===== config.mk =====
export PLATFORM = sky130hd
export DESIGN_NAME = reg_bank_mp
export DESIGN_NICKNAME = d
export VERILOG_FILES = /design/src/rtl/reg_bank_mp.sv
export SDC_FILE = /design/constraint.sdc
export NUM_CORES = 1
export LEC_CHECK = 0
export ABC_AREA = 0
export BUFFER_PORTS_ARGS = -buffer_cell sky130_fd_sc_hd__buf_2
export CAP_MARGIN = 30
export CORE_ASPECT_RATIO = 1.2
export CORE_MARGIN = 2
export CORE_UTILIZATION = 30
export CTS_BUF_LIST = sky130_fd_sc_hd__clkbuf_4 sky130_fd_sc_hd__clkbuf_8
export CTS_CLUSTER_DIAMETER = 50
export DETAILED_ROUTE_END_ITERATION = 16
export SKIP_LAST_GASP = 1
export SYNTH_ARGS = -nofsm -noshare
export SYNTH_HDL_FRONTEND = slang
export SYNTH_SLANG_ARGS = --single-unit
export TNS_END_PERCENT = 5

===== constraint.sdc =====
create_clock -name clock -period 36.7 [get_ports clock]
set_input_delay 3.67 -clock clock [delete_from_list [all_inputs] [get_ports clock]]
set_output_delay 3.67 -clock clock [all_outputs]
set_load 0.1 [all_outputs]

===== src/rtl/reg_bank_mp.sv =====
// General-purpose register bank: decoded bus-side read/write port, registered
// second read port with write-forwarding, and a per-register pending-write scoreboard.
module reg_bank_mp #(
    parameter int unsigned DATA_W   = 32,
    parameter int unsigned NUM_REGS = 16,
    parameter int unsigned ADDR_W   = 4,
    parameter int unsigned RA_LSB   = 23,
    parameter int unsigned RB_LSB   = 19,
    parameter int unsigned RC_LSB   = 15
) (
    input  logic                clock,
    input  logic                clear,
    input  logic [31:0]         ir,
    input  logic                gra,
    input  logic                grb,
    input  logic                grc,
    input  logic                rin,
    input  logic                rout,
    input  logic                baout,
    input  logic [DATA_W-1:0]   bus_in,
    output logic [DATA_W-1:0]   bus_out,
    output logic                bus_drive,
    input  logic                reserve,
    output logic                hazard,
    input  logic [ADDR_W-1:0]   rb_addr,
    output logic [DATA_W-1:0]   rb_data,
    output logic [NUM_REGS-1:0] pending
);

    localparam int unsigned IDX_W = (NUM_REGS > 1) ? $clog2(NUM_REGS) : 1;

    logic [DATA_W-1:0]   regs [NUM_REGS];
    logic [ADDR_W-1:0]   sel;
    logic                sel_valid;
    logic [IDX_W-1:0]    sel_idx;
    logic [IDX_W-1:0]    rb_idx;
    logic                rb_valid;
    logic                wr_en;
    logic                res_en;
    logic [NUM_REGS-1:0] sel_dec;
    logic [DATA_W-1:0]   sel_data;

    // Register-field decode with fixed priority gra > grb > grc
    always_comb begin
        sel = '0;
        if (gra)
            sel = ir[RA_LSB +: ADDR_W];
        else if (grb)
            sel = ir[RB_LSB +: ADDR_W];
        else if (grc)
            sel = ir[RC_LSB +: ADDR_W];
    end

    assign sel_valid = (gra | grb | grc) && (32'(sel) < NUM_REGS);
    assign sel_idx   = IDX_W'(sel);
    assign rb_valid  = 32'(rb_addr) < NUM_REGS;
    assign rb_idx    = IDX_W'(rb_addr);
    assign wr_en     = rin & sel_valid;
    assign res_en    = reserve & sel_valid;
    assign sel_dec   = sel_valid ? (NUM_REGS'(1) << sel_idx) : '0;
    assign sel_data  = sel_valid ? regs[sel_idx] : '0;

    // Port A: zero when idle so it can be OR-ed onto the shared bus
    assign bus_drive = (rout | baout) & sel_valid;
    assign bus_out   = (bus_drive && !(baout && sel == '0)) ? sel_data : '0;
    assign hazard    = bus_drive & |(pending & sel_dec);

    always_ff @(posedge clock or posedge clear) begin
        if (clear) begin
            for (int i = 0; i < int'(NUM_REGS); i++)
                regs[i] <= '0;
        end else if (wr_en) begin
            regs[sel_idx] <= bus_in;
        end
    end

    // Port B with forwarding of a same-edge write
    always_ff @(posedge clock or posedge clear) begin
        if (clear)
            rb_data <= '0;
        else if (!rb_valid)
            rb_data <= '0;
        else if (wr_en && sel == rb_addr)
            rb_data <= bus_in;
        else
            rb_data <= regs[rb_idx];
    end

    // Scoreboard: a write clears its bit, a reservation on the same edge wins
    always_ff @(posedge clock or posedge clear) begin
        if (clear)
            pending <= '0;
        else
            pending <= (pending & ~(wr_en ? sel_dec : '0)) | (res_en ? sel_dec : '0);
    end

endmodule


**Yosys cells after proc, flatten, opt, wreduce, memory -nomap -nowiden**

Cells that the tools add are included.

- Flip-flop bits (word level): 560
- Logic and storage cells: 61

- Magnitude comparators: 3
- Eq/ne operators: 1
- Shift operators: 1
- Multiplexer cells: 18
- Bitwise logic cells: 13
- Reduce and logical (&&, ||, !) cells: 7

Operators by type and width:

| kind | count |
|---|---|
| $bwmux W512 | 1 |
| $bmux W32 S4 | 2 |
| $mux W32 | 8 |
| $demux W32 S4 | 1 |
| $mux W16 | 3 |
| $and A16 B16 Y16 | 2 |
| $not A16 Y16 | 1 |
| $or A16 B16 Y16 | 1 |
| $reduce_or A16 Y1 | 1 |
| $shl A1 B4 Y16 const A | 1 |
| $mux W4 | 3 |
| $ge A5 B5 Y1 const B | 2 |
| $not A4 Y5 | 2 |
| $lt A5 B1 Y1 const B | 1 |
| $and A1 B1 Y1 | 4 |
| $eq A4 B4 Y1 | 1 |
| $logic_and A1 B1 Y1 | 4 |
| $logic_not A4 Y1 | 1 |
| $or A1 B1 Y1 | 3 |
| $logic_not A1 Y1 | 1 |

**Logic depth before layout (Yosys ltp)**

Gate-level depths: netlist of run 1.

- Depth after elaboration: 9
- Gate-level depth with buffers: 9
- Gate-level depth less buffers: 6

**Least setup slack after synthesis of run 1**

OpenSTA, ideal clock, no wires.

- Path type: in2out
- From: in gra
- To: out bus_out[10]
- Data arrival time: 6.743 ns
- Data required time: 33.030 ns
- Path slack: 26.287 ns
- Stages on the path: 7
- Cell sequence: buf_2 or3_1 o21ai_0 inv_1 o21ai_1 clkbuf_1 a21oi_1

- Elaborated cells between the ends (all ways): 14

RTL lines:

| element | line | text |
|---|---|---|
| from (decl) | 14 | `input logic gra,` |
| $or A1 B1 Y1 (2 in series) | 54 | `assign sel_valid = (gra \| grb \| grc) && (32'(sel) < NUM_REGS);` |
| $and A1 B1 Y1 | 64 | `assign bus_drive = (rout \| baout) & sel_valid;` |
| named net bus_drive | 22 | `output logic bus_drive,` |
| $logic_and A1 B1 Y1 | 65 | `assign bus_out = (bus_drive && !(baout && sel == '0)) ? sel_data : '0;` |
| $mux W32 | 65 |  |
| to (decl) | 21 | `output logic [DATA_W-1:0] bus_out,` |

The timed path passes the listed nets, and every way through them passes these cells. The select of a mux whose other input is x is not followed.

**Final worst setup path of run 1**

- From: in grb
- To: out bus_out[31]

- Longest elaborated chain between the ends: 8
- Elaborated cells between the ends (all ways): 15

Ends and longest elaborated chain:

| element | line | text |
|---|---|---|
| from (decl) | 15 | `input logic grb,` |
| $mux W4 | 48 | `else if (grb)` |
| $mux W4 | 46 | `if (gra)` |
| $not A4 Y5 (implied by the code) | 61 | `assign sel_data = sel_valid ? regs[sel_idx] : '0;` |
| $bmux W32 S4 | 61 |  |
| $mux W32 (implied by the code) (2 in series) | 61 |  |
| $mux W32 | 61 |  |
| $mux W32 (*) | 65 |  |

Every way passes the cells marked *; elsewhere a longest branch is shown, timed or not. The select of a mux whose other input is x is not followed.

==> run summary, run 1 <==
The required time at the worst-slack endpoint came out at approximately 33 ns. The die width came out at 286.1 um. The number of synthesized register bits is 560. The switching fraction of total power came out at between 30 and 40%. Of all flip-flops after synthesis, the portion carrying an async set or reset was 100.0%. The number of global-route vias before repair is 20060.

In this run, CTS created clock tree buffers numbering between 100 and 150. The worst hold slack came out at around 0.52 ns. The launching element type of the critical path is an input port. The sequential fraction of the synthesis area came out at between 40 and 50%. The net count of the finished layout came out at 1975. The final max-slew violation count was 0.

The sink of the worst hold path is pending[0]. The flow ran to the end, and the final reports show no timing, DRC or antenna violations. The count of hold-fix buffers inserted at cts is 0. The post-synthesis instance area came out at ~0.029 mm^2.

The final period demand of the worst path is ~11 ns. The post-detailed-routing wire length is 90.07 mm. The maximum VDD drop came out at roughly 0.035 mV.

The share of total power dissipated in the clock network is between 20 and 30%. In this run the worst hold path is classified as reg2reg. The share of layout cells above drive strength 1 came out at 62.10%. Synthesis instantiated 40 different standard cells from the library. Summed over all nets, the switching power comes to roughly 890 uW.

In this run, flip-flops and latches consume 39.9% of the power. The total negative slack came out at 0 ns. Among all flip-flop cells after synthesis, the most frequent one is sky130_fd_sc_hd__dfrtp_1. The top cell types in the final layout, fill and taps aside, are 560 x sky130_fd_sc_hd__dfrtp_1, 543 x sky130_fd_sc_hd__mux2_2, 288 x sky130_fd_sc_hd__mux4_2, 137 x sky130_fd_sc_hd__clkbuf_8, 135 x sky130_fd_sc_hd__buf_2. The critical path in this run is classified as in2out. The half-perimeter wire length of the detailed placement result came out at 52.52 mm. The mean post-synth cell area is around 16 um^2. Among all stages on the critical path, the largest delay is contributed by sky130_fd_sc_hd__buf_4. The path depth of the worst reg2reg path is 3. The initialized floorplan defines between 100 and 150 standard-cell rows. Entering global routing, the biggest net connects 97 pins. The routed length per instance came out at ~28 um. After clock tree synthesis, the clock-pin slew on the worst setup and hold paths is approximately 0.07 ns.

The arrival time at the worst endpoint came out at around 7.7 ns. The number of buffers and inverters on the critical path is 5. The worst setup path is captured at an output port. The number of enable-type register cells in the synthesized netlist came out at 0. The slack of the critical path came out at 25.33 ns. The starting utilization of the core area is between 30% and 40%. The start point of the worst min-delay path is pending[0]. The initial antenna violation count came out at 9.

After layout, the worst path uses roughly 31% of the clock period. In this run the static leakage power is 0.01354 uW. Among cell families on the critical path, the largest total delay comes from buffers and inverters. The worst-margin pin slew is 0.9795 ns. The overall power of the completed layout came out at 2483 uW.

The core utilization of the finished layout is between 30% and 40%. The total vias in the final route is roughly 18000. The die outline area came out at 0.09802 mm^2.

The maximum number of buffers from clock root to sink is 3. The number of iterations in the first detailed-routing pass came out at 7. The remaining global-route overflow came out at 0. The placement-stage worst setup slack is 25.41 ns. The internal power of the cells totals 1589 uW.

Clock latency on the worst-skew pair, taken at its later pin, is roughly 0.72 ns. The startpoint of the most critical register-to-register path is regs[30]. The number of setup violations in the final report came out at 0. The final antenna-violating net count came out at 0.

The height of the die came out at about 340 um. Clock tree synthesis selected as its root buffer the cell sky130_fd_sc_hd__clkbuf_8. The combinational share of power is between 30% and 40%.

The worst register-to-register path has a setup slack of about 35 ns. The layout overhead on the synthesized area came out at 15.71%. For this design the top-level I/O count stands at around 160.

Across the run, the number of max-cap violations was 0. The power per unit of standard cell area came out at between 70 and 80 mW/mm^2. The critical path goes through buf_2, and3b_1, o31ai_4, buf_4, buf_4, nand3_1, o21ai_4, buf_4, a21oi_1, buf_2.

The CTS tree is built. On the worst path, the slowest cell contributes a delay of 0.77 ns. The H-tree generated during clock tree synthesis spans 3 levels.

The largest total area in the synthesized netlist belongs to sky130_fd_sc_hd__dfrtp_1. The warning count from the yosys run is 0. The clock drives 560 sinks.

The core region is between 0.09 and 0.1 mm^2. Buffers added to address setup during post-CTS repair amount to 0. The first routing iteration left about 1400 violations. When the netlist entered floorplanning its net count stood at between 1500 and 2000.

By area the synthesized netlist is led by sky130_fd_sc_hd__dfrtp_1 49%, sky130_fd_sc_hd__mux4_2 23%, sky130_fd_sc_hd__mux2_2 21%, sky130_fd_sc_hd__a22oi_1 1.7%, sky130_fd_sc_hd__buf_2 1.2%. The number of endpoints with negative hold slack in the final report is 0. The global-route total usage across every layer is between 10% and 20%. The final setup skew is approximately 0.036 ns. The instance count of the mapped netlist came out at between 1500 and 2000. The fmax is 87.98 MHz.

The post-detailed-route via-to-cell ratio came out at about 5.6. After clock tree synthesis, the repair step resized 0 gates. The congestion estimate from routability-driven global placement came to about 0.77. The top fanout value on the critical path came out at 48. The number of design rule violations left after detail routing is 0. The top cell type by area accounts for between 40% and 50% of the synthesized area. Setup repair after global routing left no endpoint under its margin.

The count of cells along the worst hold path is 2. Leaving out fill and tap cells, the most frequent cell in the layout is sky130_fd_sc_hd__dfrtp_1. The count of buffers from port buffering came out at 138. The worst pin sits at a relative slew slack of between 30% and 40%.

The most frequent cell on the critical path is sky130_fd_sc_hd__buf_4. The global-route wire length before repair came out at 133.9 mm. The worst flop-to-flop path endpoint is rb_data[30].
-- Yosys cell counts, drive strengths merged, types with 2 or more instances --
| cell | n |
|---|---|
| nand2b | 2 |
| nand3b | 2 |
| clkbuf | 80 |
| o21ai | 7 |
| mux2i | 3 |
| mux4 | 288 |
| nand2 | 20 |
| nor3 | 5 |
| dfrtp | 560 |
| a21oi | 38 |
| o22ai | 12 |
| nand3 | 10 |
| a22oi | 65 |
| mux2 | 544 |
| a21o | 2 |
| buf | 87 |
| o31ai | 2 |
| and3b | 2 |
| xnor2 | 4 |
| nor2 | 17 |
| inv | 15 |
-- worst max-delay path by stage --
stage,depth (start not counted),slack [ns],startpoint,to
after floorplan,1,17.37,clear,pending[0]
after global placement,10,25.48,grb,bus_out[30]
after detailed placement,10,25.41,grb,bus_out[30]
after CTS,10,25.42,grb,bus_out[30]
after global routing,10,25.33,grb,bus_out[31]
final,10,25.33,grb,bus_out[31]
-- worst register-to-register path: stages, from the launching register on --
cell                      delay, ns
sky130_fd_sc_hd__dfrtp_1       0.39
sky130_fd_sc_hd__mux4_2        0.49
sky130_fd_sc_hd__mux4_2        0.49
sky130_fd_sc_hd__mux2_2        0.33
-- cells by family (layout without fill, tap and decap cells) --
logic type,count (synthesis),count (layout),synth area share (%)
and+or+nand+nor,63,63,1.048
xor gates and xnor gates,4,4,0.1222
AOI/OAI and AO/OA,133,133,3.131
buffers and inverters,182,381,2.681
DFF,560,560,48.90
other,0,9,0
muxes,835,835,44.12
-- final cells by class --
cell class	instances	area, um^2
antenna	9	22.52
clock buffer	164	2082
clock inverter	18	137.6
fill	9003	61790
inverter	15	63.81
multi-input combinational	1035	14040
sequential	560	14010
tap	1260	1577
timing repair buffer	184	1219
-- flip-flops by register name, indices dropped and copies added, names as in the netlist --
signal	count
rb_data	32
regs	512
pending	16
-- stage by stage --
step           std cells  cell area [um^2]
3_5_place_dp        3049             30780
2_1_floorplan       1777             28660
6_report            3245             33160
4_1_cts             3231             33000
3_3_place_gp        3047             30720
5_1_grt             3241             33150
-- power by group through the flow --
| stage | Clock (uW) | Sequential [uW] | Combinational (uW) |
|---|---|---|---|
| 3_5_place_dp | 0 | 996 | 858 |
| 2_1_floorplan | 0 | 1100 | 542 |
| 5_1_grt | 681 | 1020 | 900 |
| 6_report | 636 | 991 | 855 |
| 4_1_cts | 651 | 986 | 862 |
| 3_3_place_gp | 0 | 967 | 843 |
-- routing by layer --
metal  global-route usage (%)  part of all wire [%]  wire, um
met1                    22.62                    39     34900
met2                    31.48                    50     45380
met3                    4.927                   8.0      7220
met4                    6.119                   2.8      2498
met5                        0                 0.080        72
Power figures use the tool's default switching activity.
==> run 2, diff against run 1 <==
Clock period 36.7 ns to 11.25 ns, I/O delays scaled along.
==> run 2 against run 1 <==
Die area stayed put; total power grew to 3.2 times the previous value; sequential share of layout area rose by 0.18 points; first-iteration DRC count up 3.0%; routed wire length is essentially flat; sequential cell count unchanged; core utilization is 0.15 points lower.
==> run summary, run 2 (synthesized netlist as in run 1, its figures left out) <==
Outcome: complete, no violations (unchanged). The initial antenna violation count came out at 10 (was 9). The post-detailed-routing wire length was 90.11 mm (was 90.07 mm). The initial DRC count is 1435 (was 1393). The routed length per instance came out at 27.93 um (was 27.76 um).

The worst-margin pin slew is 1.146 ns (was 0.9795 ns). The post-detailed-route via-to-cell ratio is 5.632 (was 5.584). The required time at the worst-slack endpoint came to 10.13 ns (was 33.03 ns). The final setup skew was 0.02248 ns (was 0.03566 ns).

The flip-flop count of the largest register, all copies and words added came to 512 (unchanged). The total CTS buffers is 99 (was 102). The number of design rule violations left after detail routing was 0 (unchanged). The area of the core is 0.09495 mm^2 (unchanged). The most common cell after layout, fill and taps aside is sky130_fd_sc_hd__dfrtp_1 (unchanged). The maximum number of buffers from clock root to sink is 3 (unchanged). The relative slew slack came to 23.61% (was 34.70%). The maximum VDD drop is 0.1242 mV (was 0.03482 mV). Largest registers: regs x512, rb_data x32, pending x16 (unchanged). The total leakage power was 0.01347 uW (was 0.01354 uW). The count of hold-fix buffers inserted at cts came out at 0 (unchanged). The most congested layer reported by global routing was met2 (unchanged). The total vias in the final route came out at 18170 (was 18120).

The net count of the finished layout is 1974 (was 1975). The clock network power share is 24.8% (was 25.6%). The buffers inserted during post-CTS setup optimization is 0 (unchanged). The clock-pin slew on the worst setup and hold paths is 0.06 ns (was 0.07 ns). Setup repair after global routing missed its margin: no (unchanged). The share of layout cells above drive strength 1 is 61.82% (was 62.10%).

The cell count after placement came out at 3052 (was 3049). The number of iterations in the first detailed-routing pass is 5 (was 7). The final max-slew violation count came out at 0 (unchanged). The area occupied by registers came to 0.01401 mm^2 (unchanged).

The launching element type of the critical path is an input port (unchanged). The switching fraction of total power came out at 36.04% (was 35.99%). The number of endpoints with negative hold slack in the final report came out at 0 (unchanged).

The CTS tree was built (unchanged). The total negative slack is 0 ns (unchanged). The global-route total usage across every layer is 18.49% (was 18.44%).

The starting utilization of the core area is 30.18% (unchanged). The kind of critical path was in2out (unchanged). Derived from the worst setup path, the maximum achievable clock frequency is about 170 MHz. The type of the worst min-delay path is reg2reg (unchanged).

The number of setup violations in the final report came out at 0 (unchanged). The die width is 286.1 um (unchanged). The die outline area is 0.09802 mm^2 (unchanged). The number of global-route vias before repair came out at 19730 (was 20060).

The top fanout value on the critical path came out at 21 (was 48). The height of the die was 342.6 um (unchanged). The maximum number of pins on one net before global-route repair is 194 (was 97). The I/O pin total came out at 159 (unchanged). Commonest non-fill, non-tap cells in the layout: 560 x sky130_fd_sc_hd__dfrtp_1, 543 x sky130_fd_sc_hd__mux2_2, 288 x sky130_fd_sc_hd__mux4_2, 135 x sky130_fd_sc_hd__buf_2, 117 x sky130_fd_sc_hd__clkbuf_8 (was 560 x sky130_fd_sc_hd__dfrtp_1, 543 x sky130_fd_sc_hd__mux2_2, 288 x sky130_fd_sc_hd__mux4_2, 137 x sky130_fd_sc_hd__clkbuf_8, 135 x sky130_fd_sc_hd__buf_2). The switching component of the power came out at 2888 uW (was 893.6 uW). The met2 demand-to-capacity share in global routing is 29.68% (was 31.48%).

The sort of element at the end of the critical path was an output port (unchanged). The placement-stage worst setup slack is 5.520 ns (was 25.41 ns). The power per unit of standard cell area is 242.7 mW/mm^2 (was 74.88 mW/mm^2). The half-perimeter wire length of the detailed placement result came to 52.55 mm (was 52.52 mm). The remaining global-route overflow came out at 0 (unchanged). The global-route wire length before repair came out at 133.2 mm (was 133.9 mm). The maximum level of the CTS H-tree is 3 (unchanged).

The latest clock arrival within the worst-skew pair is 0.70 ns (was 0.72 ns). The internal power is 5126 uW (was 1589 uW). The final non-filler cell total is 3226 (was 3245). The count of maximum capacitance violations was 0 (unchanged).

The register bank with the most flops is regs (unchanged). The overall power of the completed layout is 8015 uW (was 2483 uW). The met3 global-route usage is 4.375% (was 4.927%). The final antenna-violating net count is 0 (unchanged). The number of filler cells placed in the layout was 9094 (was 9003). The final period demand of the worst path is 5.775 ns. The arrival time at the worst endpoint is 4.65 ns (was 7.70 ns). The weighted congestion at the end of routability-driven global placement came to 0.7746 (was 0.7672). The clock root buffer is sky130_fd_sc_hd__clkbuf_8 (unchanged). The ratio of final minimum period to clock period came out at between 50% and 60%. The number of core rows is 124 (unchanged). The slack of the critical path is 5.475 ns (was 25.33 ns).

The layout overhead on the synthesized area was 15.22% (was 15.71%). The combinational share of power is 34.9% (was 34.5%). The multi-input logic area came out at 0.01405 mm^2 (was 0.01404 mm^2). The count of buffers from port buffering is 138 (unchanged). The sink count of the clock tree came out at 560 (unchanged). The share of power burned in registers is 40.3% (was 39.9%). The count of cells resized by post-cts repair came out at 0 (unchanged). The met1 layer usage reported by global route is 24.05% (was 22.62%).
-- run 2: path summary, 6_finish.rpt --
kind	depth (start not counted)	to	slack [ns]	from
setup / recovery	8	bus_out[1]	5.47	gra
hold / removal	2	pending[8]	0.51	pending[8]
setup reg to reg	3	rb_data[13]	9.40	regs[13]
hold reg to reg	2	pending[8]	0.51	pending[8]
max in group asynchronous	6	regs[56]	8.43	clear
min in group asynchronous	3	regs[507]	0.65	clear
-- run 2: metrics by stage --
| step | cell area (um^2) | utilization (%) | hold WS [ns] |
|---|---|---|---|
| finish | 33020 | 34.77 | 0.5111 |
| global route | 33010 | 34.77 | 0.5292 |
| CTS | 32900 | 34.65 | 0.5129 |
| detailed placement | 30840 | 32.48 | 0.5001 |
| global placement | 30730 | 32.36 | 0.4907 |
| floorplan | 28660 | - | 0.4920 |
-- run 2: power groups by stage --
stage                     clock network (uW)  logic, uW  registers [uW]
after global routing                    2140       2940            3320
after detailed placement                   0       2800            3250
after global placement                     0       2750            3160
final                                   1990       2790            3230
after floorplan                            0       1770            3600
after CTS                               2040       2820            3220
-- run 2: final cells by class --
class | instances | share of cell area, %
clock buffer | 142 | 5.427
timing repair buffer | 186 | 3.797
sequential | 560 | 42.44
inverter | 15 | 0.1819
clock inverter | 24 | 0.8034
antenna | 4 | 0.03032
multi-input combinational | 1035 | 42.54
tap | 1260 | 4.775
-- run 2: per-layer routing --
| metal | share of wire, % | routed length [um] |
|---|---|---|
| met5 | 0.061 | 55 |
| met4 | 4.0 | 3618 |
| met3 | 7.8 | 6992 |
| met2 | 48 | 43560 |
| met1 | 40 | 35880 |
-- run 2: worst max-delay path: stages --
cell and delay (ns):
sky130_fd_sc_hd__buf_2 0.17, sky130_fd_sc_hd__a21oi_1 0.21, sky130_fd_sc_hd__a22o_1 0.67, sky130_fd_sc_hd__nand2_1 0.56, sky130_fd_sc_hd__o21ai_4 0.70, sky130_fd_sc_hd__buf_4 0.57
sky130_fd_sc_hd__a21oi_1 0.26, sky130_fd_sc_hd__buf_2 0.37
